===== src/rtl/sc_conv_arbiter.sv =====
// Round-robin scheduler that time-shares one binary-to-pulse stochastic converter
// among NREQ requesters and returns each stream's '1'-pulse count.
module sc_conv_arbiter #(
  parameter int  NREQ  = 4,
  parameter int  WIDTH = 16,
  parameter int  LEN_W = 10,
  localparam int ID_W  = $clog2(NREQ)
) (
  input  logic                  clk,
  input  logic                  rst_n,
  input  logic [NREQ-1:0]       req_valid,
  input  logic [NREQ*WIDTH-1:0] req_value,
  output logic [NREQ-1:0]       req_ready,
  input  logic [LEN_W-1:0]      cfg_len,
  output logic [WIDTH-1:0]      conv_value,
  output logic                  conv_en,
  input  logic                  conv_pulse,
  output logic                  sc_bit,
  output logic [ID_W-1:0]       sc_id,
  output logic                  res_valid,
  input  logic                  res_ready,
  output logic [ID_W-1:0]       res_id,
  output logic [LEN_W-1:0]      res_count,
  output logic                  busy
);

  typedef enum logic [1:0] {
    S_IDLE,
    S_RUN,
    S_DONE
  } state_t;

  state_t            state_q, state_d;
  logic [ID_W-1:0]   ptr_q;
  logic [ID_W-1:0]   id_q;
  logic [WIDTH-1:0]  value_q;
  logic [LEN_W-1:0]  remain_q;
  logic [LEN_W-1:0]  count_q;
  logic [ID_W-1:0]   grant_id;
  logic              grant_any;
  logic              accept;

  // Search starts at ptr; the id arithmetic wraps naturally because NREQ is a power of two.
  always_comb begin
    // NOTE: every variable written here gets a default first, so no path can infer a latch.
    grant_any = 1'b0;
    grant_id  = '0;
    for (int k = 0; k < NREQ; k++) begin
      if (!grant_any && req_valid[ptr_q + ID_W'(k)]) begin
        grant_any = 1'b1;
        grant_id  = ptr_q + ID_W'(k);
      end
    end
  end

  // Gated by rst_n so req_ready is also 0 while reset is held.
  assign accept    = rst_n && (state_q == S_IDLE) && grant_any;
  assign req_ready = accept ? (NREQ'(1'b1) << grant_id) : '0;

  always_comb begin
    state_d = state_q;
    unique case (state_q)
      S_IDLE: if (accept) state_d = (cfg_len != '0) ? S_RUN : S_DONE;
      S_RUN:  if (remain_q == LEN_W'(1)) state_d = S_DONE;
      S_DONE: if (res_ready) state_d = S_IDLE;
      default: state_d = S_IDLE;
    endcase
  end

  // NOTE: sequential state uses non-blocking assignments so every register samples pre-edge values.
  always_ff @(posedge clk or negedge rst_n) begin
    if (!rst_n) begin
      state_q <= S_IDLE;
    end else begin
      state_q <= state_d;
    end
  end

  // The last RUN cycle adds its pulse like any other, so count_q holds the final result in DONE.
  always_ff @(posedge clk or negedge rst_n) begin
    if (!rst_n) begin
      ptr_q    <= '0;
      id_q     <= '0;
      value_q  <= '0;
      remain_q <= '0;
      count_q  <= '0;
    end else if (accept) begin
      ptr_q    <= grant_id + 1'b1;
      id_q     <= grant_id;
      value_q  <= req_value[grant_id*WIDTH +: WIDTH];
      remain_q <= cfg_len;
      count_q  <= '0;
    end else if (state_q == S_RUN) begin
      remain_q <= remain_q - 1'b1;
      count_q  <= count_q + LEN_W'(conv_pulse);
    end
  end

  assign conv_en    = (state_q == S_RUN);
  assign conv_value = conv_en ? value_q : '0;
  assign sc_bit     = conv_pulse & conv_en;
  assign sc_id      = id_q;
  assign res_valid  = (state_q == S_DONE);
  assign res_id     = id_q;
  assign res_count  = count_q;
  assign busy       = (state_q != S_IDLE);

endmodule


===== config.mk =====
export PLATFORM = sky130hd
export DESIGN_NAME = sc_conv_arbiter
export DESIGN_NICKNAME = d
export VERILOG_FILES = /design/src/rtl/sc_conv_arbiter.sv
export SDC_FILE = /design/constraint.sdc
export NUM_CORES = 1
export LEC_CHECK = 0
export CAP_MARGIN = 10
export CORE_UTILIZATION = 46
export DETAILED_ROUTE_END_ITERATION = 16
export GPL_ROUTABILITY_DRIVEN = 0
export PLACE_DENSITY_LB_ADDON = 0.25
export SLEW_MARGIN = 25
export SYNTH_ARGS = -nofsm -noshare
export SYNTH_HDL_FRONTEND = slang
export SYNTH_SLANG_ARGS = --single-unit

===== constraint.sdc =====
create_clock -name clk -period 3.5 [get_ports clk]
set_input_delay 0.7 -clock clk [delete_from_list [all_inputs] [get_ports clk]]
set_output_delay 0.7 -clock clk [all_outputs]
set_load 0.01 [all_outputs]

After elaboration in Yosys (flattened, before gate mapping)
Cells that the tools add are included.

word-level totals
  memories kept = 0
  bits in read-only memories = 0
  word-level logic and storage cells = 65
  output and inout port bits = 38
  bits of input ports = 82
  RAM bits = 0
  bits in latches = 0
  register bits = 42

operators by class
  $add $sub $neg = 6
  multiplexer cells = 27
  shift operators = 2
  multipliers = 0
  bitwise operators = 1
  div/mod/pow operators = 0
  order comparisons = 4
  equality and inequality tests = 6
  reduce and logical (&&, ||, !) cells = 13

operators by type and width
  cell                                                                           count
  64-bit by 7-bit variable part select with 16-bit output                        1
  10-bit 2-to-1 mux                                                              4
  16-bit 2-to-1 mux                                                              1
  2-bit 2-to-1 mux                                                               8
  2-bit by 3-bit less-than comparator with 1-bit output (second input constant)  4
  10-bit by 1-bit adder with 10-bit output                                       1
  10-bit by 1-bit == test with 1-bit output (second input constant)              1
  10-bit nonzero test                                                            1
  10-bit by 1-bit subtractor with 10-bit output (second input constant)          1
  1-bit binary-select mux with 2-bit select                                      4
  1-bit 2-to-1 mux                                                               8
  2-bit case mux with 3 select lines                                             1
  1-bit logical AND                                                              5
  2-bit by 1-bit adder with 2-bit output (second input constant)                 2
  2-bit adder (second input constant)                                            2
  4-bit 2-to-1 mux                                                               1
  2-bit by 1-bit inequality test with 1-bit output (second input constant)       2
  2-bit nonzero test                                                             2
  1-bit by 2-bit << shifter with 4-bit output (first input constant)             1
  1-bit logical NOT                                                              3
  3-bit AND reduction                                                            1
  2-bit by 1-bit == test with 1-bit output (second input constant)               1
  2-bit == test (second input constant)                                          1
  2-bit logical NOT                                                              1
  other kinds (2)                                                                2

Logic depth before layout (Yosys ltp)
  depth after elaboration = 15
  depth in mapped cells = 8
  gate-level depth less buffers = 7

Worst setup path before layout
No wires, ideal clock.

  path type = input-to-output
  start point = input req_valid[2]
  end point = output req_ready[3]
  stages on the path = 6
  setup slack = 1051 ps
  data arrival time = 1749 ps
  path buffers = 2
  path through = nor2b_1 o32a_1 buf_6 buf_6 ha_1 and2_1

on the way
  longest elaborated chain between the ends = 14
  elaborated cells on any way between the ends = 25

RTL lines
  element                                        line  text
  from (decl)                                    11    input logic [NREQ-1:0] req_valid,
  1-bit binary-select mux with 2-bit select      49    if (!grant_any && req_valid[ptr_q + ID_W'(k)]) begin
  1-bit 2-to-1 mux (not written as such)         49
  1-bit 2-to-1 mux                               49
  1-bit logical NOT                              49
  1-bit logical AND                              49
  1-bit 2-to-1 mux                               49
  1-bit logical NOT                              49
  1-bit logical AND                              49
  1-bit 2-to-1 mux                               49
  1-bit logical NOT                              49
  1-bit logical AND                              49
  2-bit 2-to-1 mux *                             49
  named net grant_id[1]                          39    logic [ID_W-1:0] grant_id;
  1-bit by 2-bit << shifter with 4-bit output *  58    assign req_ready = accept ? (NREQ'(1'b1) << grant_id) : '0;
  4-bit 2-to-1 mux *                             58
  to (decl)                                      13    output logic [NREQ-1:0] req_ready,

Mark *: on every way through the listed nets, which the timed path passes. The rest lies on a longest branch. The select of a mux whose other input is x is not followed.

Final worst setup path
  start point = input req_valid[2]
  end point = output req_ready[2]

Same word-level chain as after synthesis.

==> impl_metrics.csv <==
group,metric,value,unit
yosys,synth-seq-cells,42,
timing,setup_tns,0,ns
setup_path,crit_fanout,4,
grt,track_usage,23.3,%
yosys,synth-main-ff-cell,"dfrtp_1",
timing,hold_ws,0.226,ns
route,ant_nets,0,
route,drt-initial-drc-count,112,
run,maxCapViolations,0,
floorplanning,dieArea,6210,µm²
setup_path,cp-end-kind,"output port",
status,outcome,"finished, final reports clean",
grt,grtUsageMet3,4.37,%
timing,setup_viol,0,
cts,clock_latency,0.30,ns
cts,numCtsBuffers,5,
grt,antenna_found_initial,0,
power_and_ir_drop,leakage,1.79,nW
yosys,synth_area_per_cell,9.42,µm²
grt,grt-ovfl-total,0,
floorplanning,io_pins,120,
timing,fin_crit_sh,97.1,%
final_layout,n_fill_cell,452,
cts,cts.sinks,42,
route,dr.pass1.iters,4,
timing,fin_skew,0.00775,ns
yosys,yosysSeqAreaShare,38.7,%
grt,grt_busiest_layer,"met2",
grt,grt_pass1_wl,11300,µm
placed_design,portBuffers,119,
floorplanning,start_util,48.4,%
power_and_ir_drop,p_per_area,635,nW/µm²
grt,grt_max_degree,41,
setup_path,startpoint_type,"input port",
cts,root_buffer,"clkbuf_8",
cts,cts_tree,"done",
final_layout,final_layout_size_suffix_gt1_share,6.47,%
cts,clkTransAtPathRegs,0.08,ns
min_path,hp-class,"in -> async",
floorplanning,std_cell_rows,27,
cts,cts_buffer_depth,2,
yosys,syn_area,2710,µm²
cts,cts_hold_buf,0,
route,vias_per_cell,5.45,
cts,htreeDepth,2,
final_layout,diodes,0,
timing,min_period,3.40,ns
grt,grt_pass1_vias,2412,
yosys,synth_cells,288,
timing,rsz0062_at_grt,"no",
yosys,ys_warn_count,0,
setup_path,required,2.80,ns
route,wl,7310,µm
yosys,syn-num-nets,378,
timing,hold_viol_final,0,
final_layout,syn2layout_area_growth,47.5,%
placed_design,dp_hpwl,5490,µm
yosys,synth_edf_count,0,
floorplanning,dieWidth,78.8,µm
timing,relSlewSlack,61.8,%
route,vias,2585,
floorplanning,core_area,5610,µm²
setup_path,r2r_start,"state_q[0]",
route,drc,0,
timing,tightest_slew,0.572,ns
final_layout,nets,491,
setup_path,reg2reg_depth,6,
setup_path,r2r_setup_slack,1.36,ns
setup_path,crit_arrival,2.70,ns
grt,use_met2,39.4,%
yosys,async_reset_ff_share,100,%
yosys,yosysUniqueCellTypes,47,
floorplanning,die_y,78.8,µm
setup_path,regToRegEndpoint,"remain_q[7]",
timing,clock.fmax,294,MHz
setup_path,worstSetupPathType,"in -> out",
power_and_ir_drop,ir_drop,0.360,mV
timing,drv_slew,0,
grt,met1_usage,29.8,%
route,routedWlPerCell,15.4,µm
==> state kept, by name (all words and copies together), names as in the netlist <==
signal / count
res_count: 10
ptr_q: 2
remain_q: 10
state_q: 2
value_q: 16
res_id: 2
==> how the worst max path moves through the flow <==
stage               cells past startpoint          from      endpoint
finish                                  8  req_valid[2]  req_ready[2]
global route                            8  req_valid[2]  req_ready[2]
CTS                                     8  req_valid[1]  req_ready[0]
detailed placement                      8  req_valid[1]  req_ready[0]
global placement                        8  req_valid[1]  req_ready[0]
floorplan                               6  req_valid[2]  req_ready[3]
==> report_power, final <==
group | leakage [nW] | switching, W | internal (W)
Clock | 0.0447 | 0.000188 | 0.000144
Sequential | 0.532 | 0.000161 | 0.000677
Combinational | 1.21 | 0.000694 | 0.000677
Total | 1.79 | 0.00104 | 0.00150
==> layer usage <==
layer / wire, µm / up-vias / share of wire (%)
li1: - / 1254 / -
met1: 3110 / 1232 / 42
met2: 3690 / 89 / 50
met3: 379 / 10 / 5.2
met4: 136 / 0 / 1.9
met5: 0 / - / 0
==> cells in the mapped netlist (all sizes together), types with 2 or more instances <==
cell type / count / area share (%)
clkbuf: 5 / 0.69
a221o: 2 / 0.74
nand2b: 2 / 0.46
o221ai: 15 / 4.8
o211ai: 3 / 0.83
dfrtp: 42 / 39
o21ai: 13 / 2.5
a211oi: 2 / 0.55
nand4: 4 / 1.2
nor4: 2 / 0.46
o41ai: 3 / 1.9
nor2: 20 / 2.8
or3: 3 / 0.69
a21oi: 7 / 1.3
or4: 3 / 0.83
a311oi: 2 / 0.65
xor2: 6 / 1.9
buf: 13 / 4.0
nand2: 39 / 5.8
a21boi: 2 / 0.55
nand3: 7 / 1.3
o311ai: 2 / 0.65
nor3: 2 / 0.78
mux2i: 32 / 12
and2: 22 / 5.1
ha: 8 / 3.7
inv: 18 / 2.5
==> final cells by class <==
cell class / instances / area (µm²) / area share, %
Sequential cell: 42 / 1050 / 26.3
Clock inverter: 3 / 25.0 / 0.625
Multi-Input combinational cell: 210 / 1470 / 36.7
Inverter: 18 / 67.6 / 1.69
Clock buffer: 5 / 68.8 / 1.72
Tap cell: 72 / 90.1 / 2.25
Timing Repair Buffer: 124 / 1230 / 30.8
==> logic make-up (layout without fill, tap and decap cells) <==
group / after synthesis / count (layout) / synth area share (%)
AO/OA/AOI/OAI: 58 / 58 / 16.8
XOR/XNOR: 6 / 6 / 1.94
adder cells (fa/ha/maj): 8 / 8 / 3.69
buffers and inverters: 36 / 150 / 7.20
flip-flops: 42 / 42 / 38.7
multiplexers: 32 / 32 / 11.8
AND/OR/NAND/NOR: 106 / 106 / 19.8
==> placed cells by master (no fill, tap or decap), types with 2 or more instances in the layout <==
| master | instances |
|---|---|
| a211oi_1 | 2 |
| clkdlybuf4s50_1 | 115 |
| nor2_1 | 20 |
| xor2_1 | 6 |
| o311ai_1 | 2 |
| a311oi_1 | 2 |
| nand4_1 | 3 |
| and2_1 | 22 |
| o221ai_1 | 15 |
| clkbuf_8 | 5 |
| o211ai_1 | 3 |
| mux2i_1 | 32 |
| a221o_1 | 2 |
| dfrtp_1 | 42 |
| ha_1 | 8 |
| inv_2 | 4 |
| dlymetal6s2s_1 | 3 |
| nand2_1 | 37 |
| or4_1 | 3 |
| a21boi_1 | 2 |
| o21ai_1 | 4 |
| nand2b_1 | 2 |
| inv_1 | 14 |
| or3_1 | 3 |
| buf_4 | 5 |
| o21ai_0 | 8 |
| nor4_1 | 2 |
| nand3_1 | 7 |
| a21oi_1 | 7 |
==> metrics by stage <==
stage                     instances  power [W]  setup slack (ns)  utilization [%]  area (µm²)
after floorplan                 288    0.00170              1.05                -        2710
after global placement          466    0.00217            0.0898             69.5        3900
after detailed placement        466    0.00221           0.00803             69.5        3900
after CTS                       474    0.00255            0.0489             71.2        3990
after global routing            474    0.00272           0.00428             71.4        4000
final                           474    0.00254             0.100             71.4        4000
==> worst max-delay path: stages <==
cell and delay (ns):
clkdlybuf4s50_1 0.47, nor2b_1 0.17, a211o_1 0.30, nand2_1 0.17
inv_2 0.07, ha_1 0.18, and2_1 0.13, clkdlybuf4s50_1 0.49
==> repair_timing <==
item,CTS,global route
cloned,0,0
endpoints found under the setup margin,1,3
setup buffers,0,0
resized for setup,1,3
No activity file was read; power rests on OpenSTA's default activity.
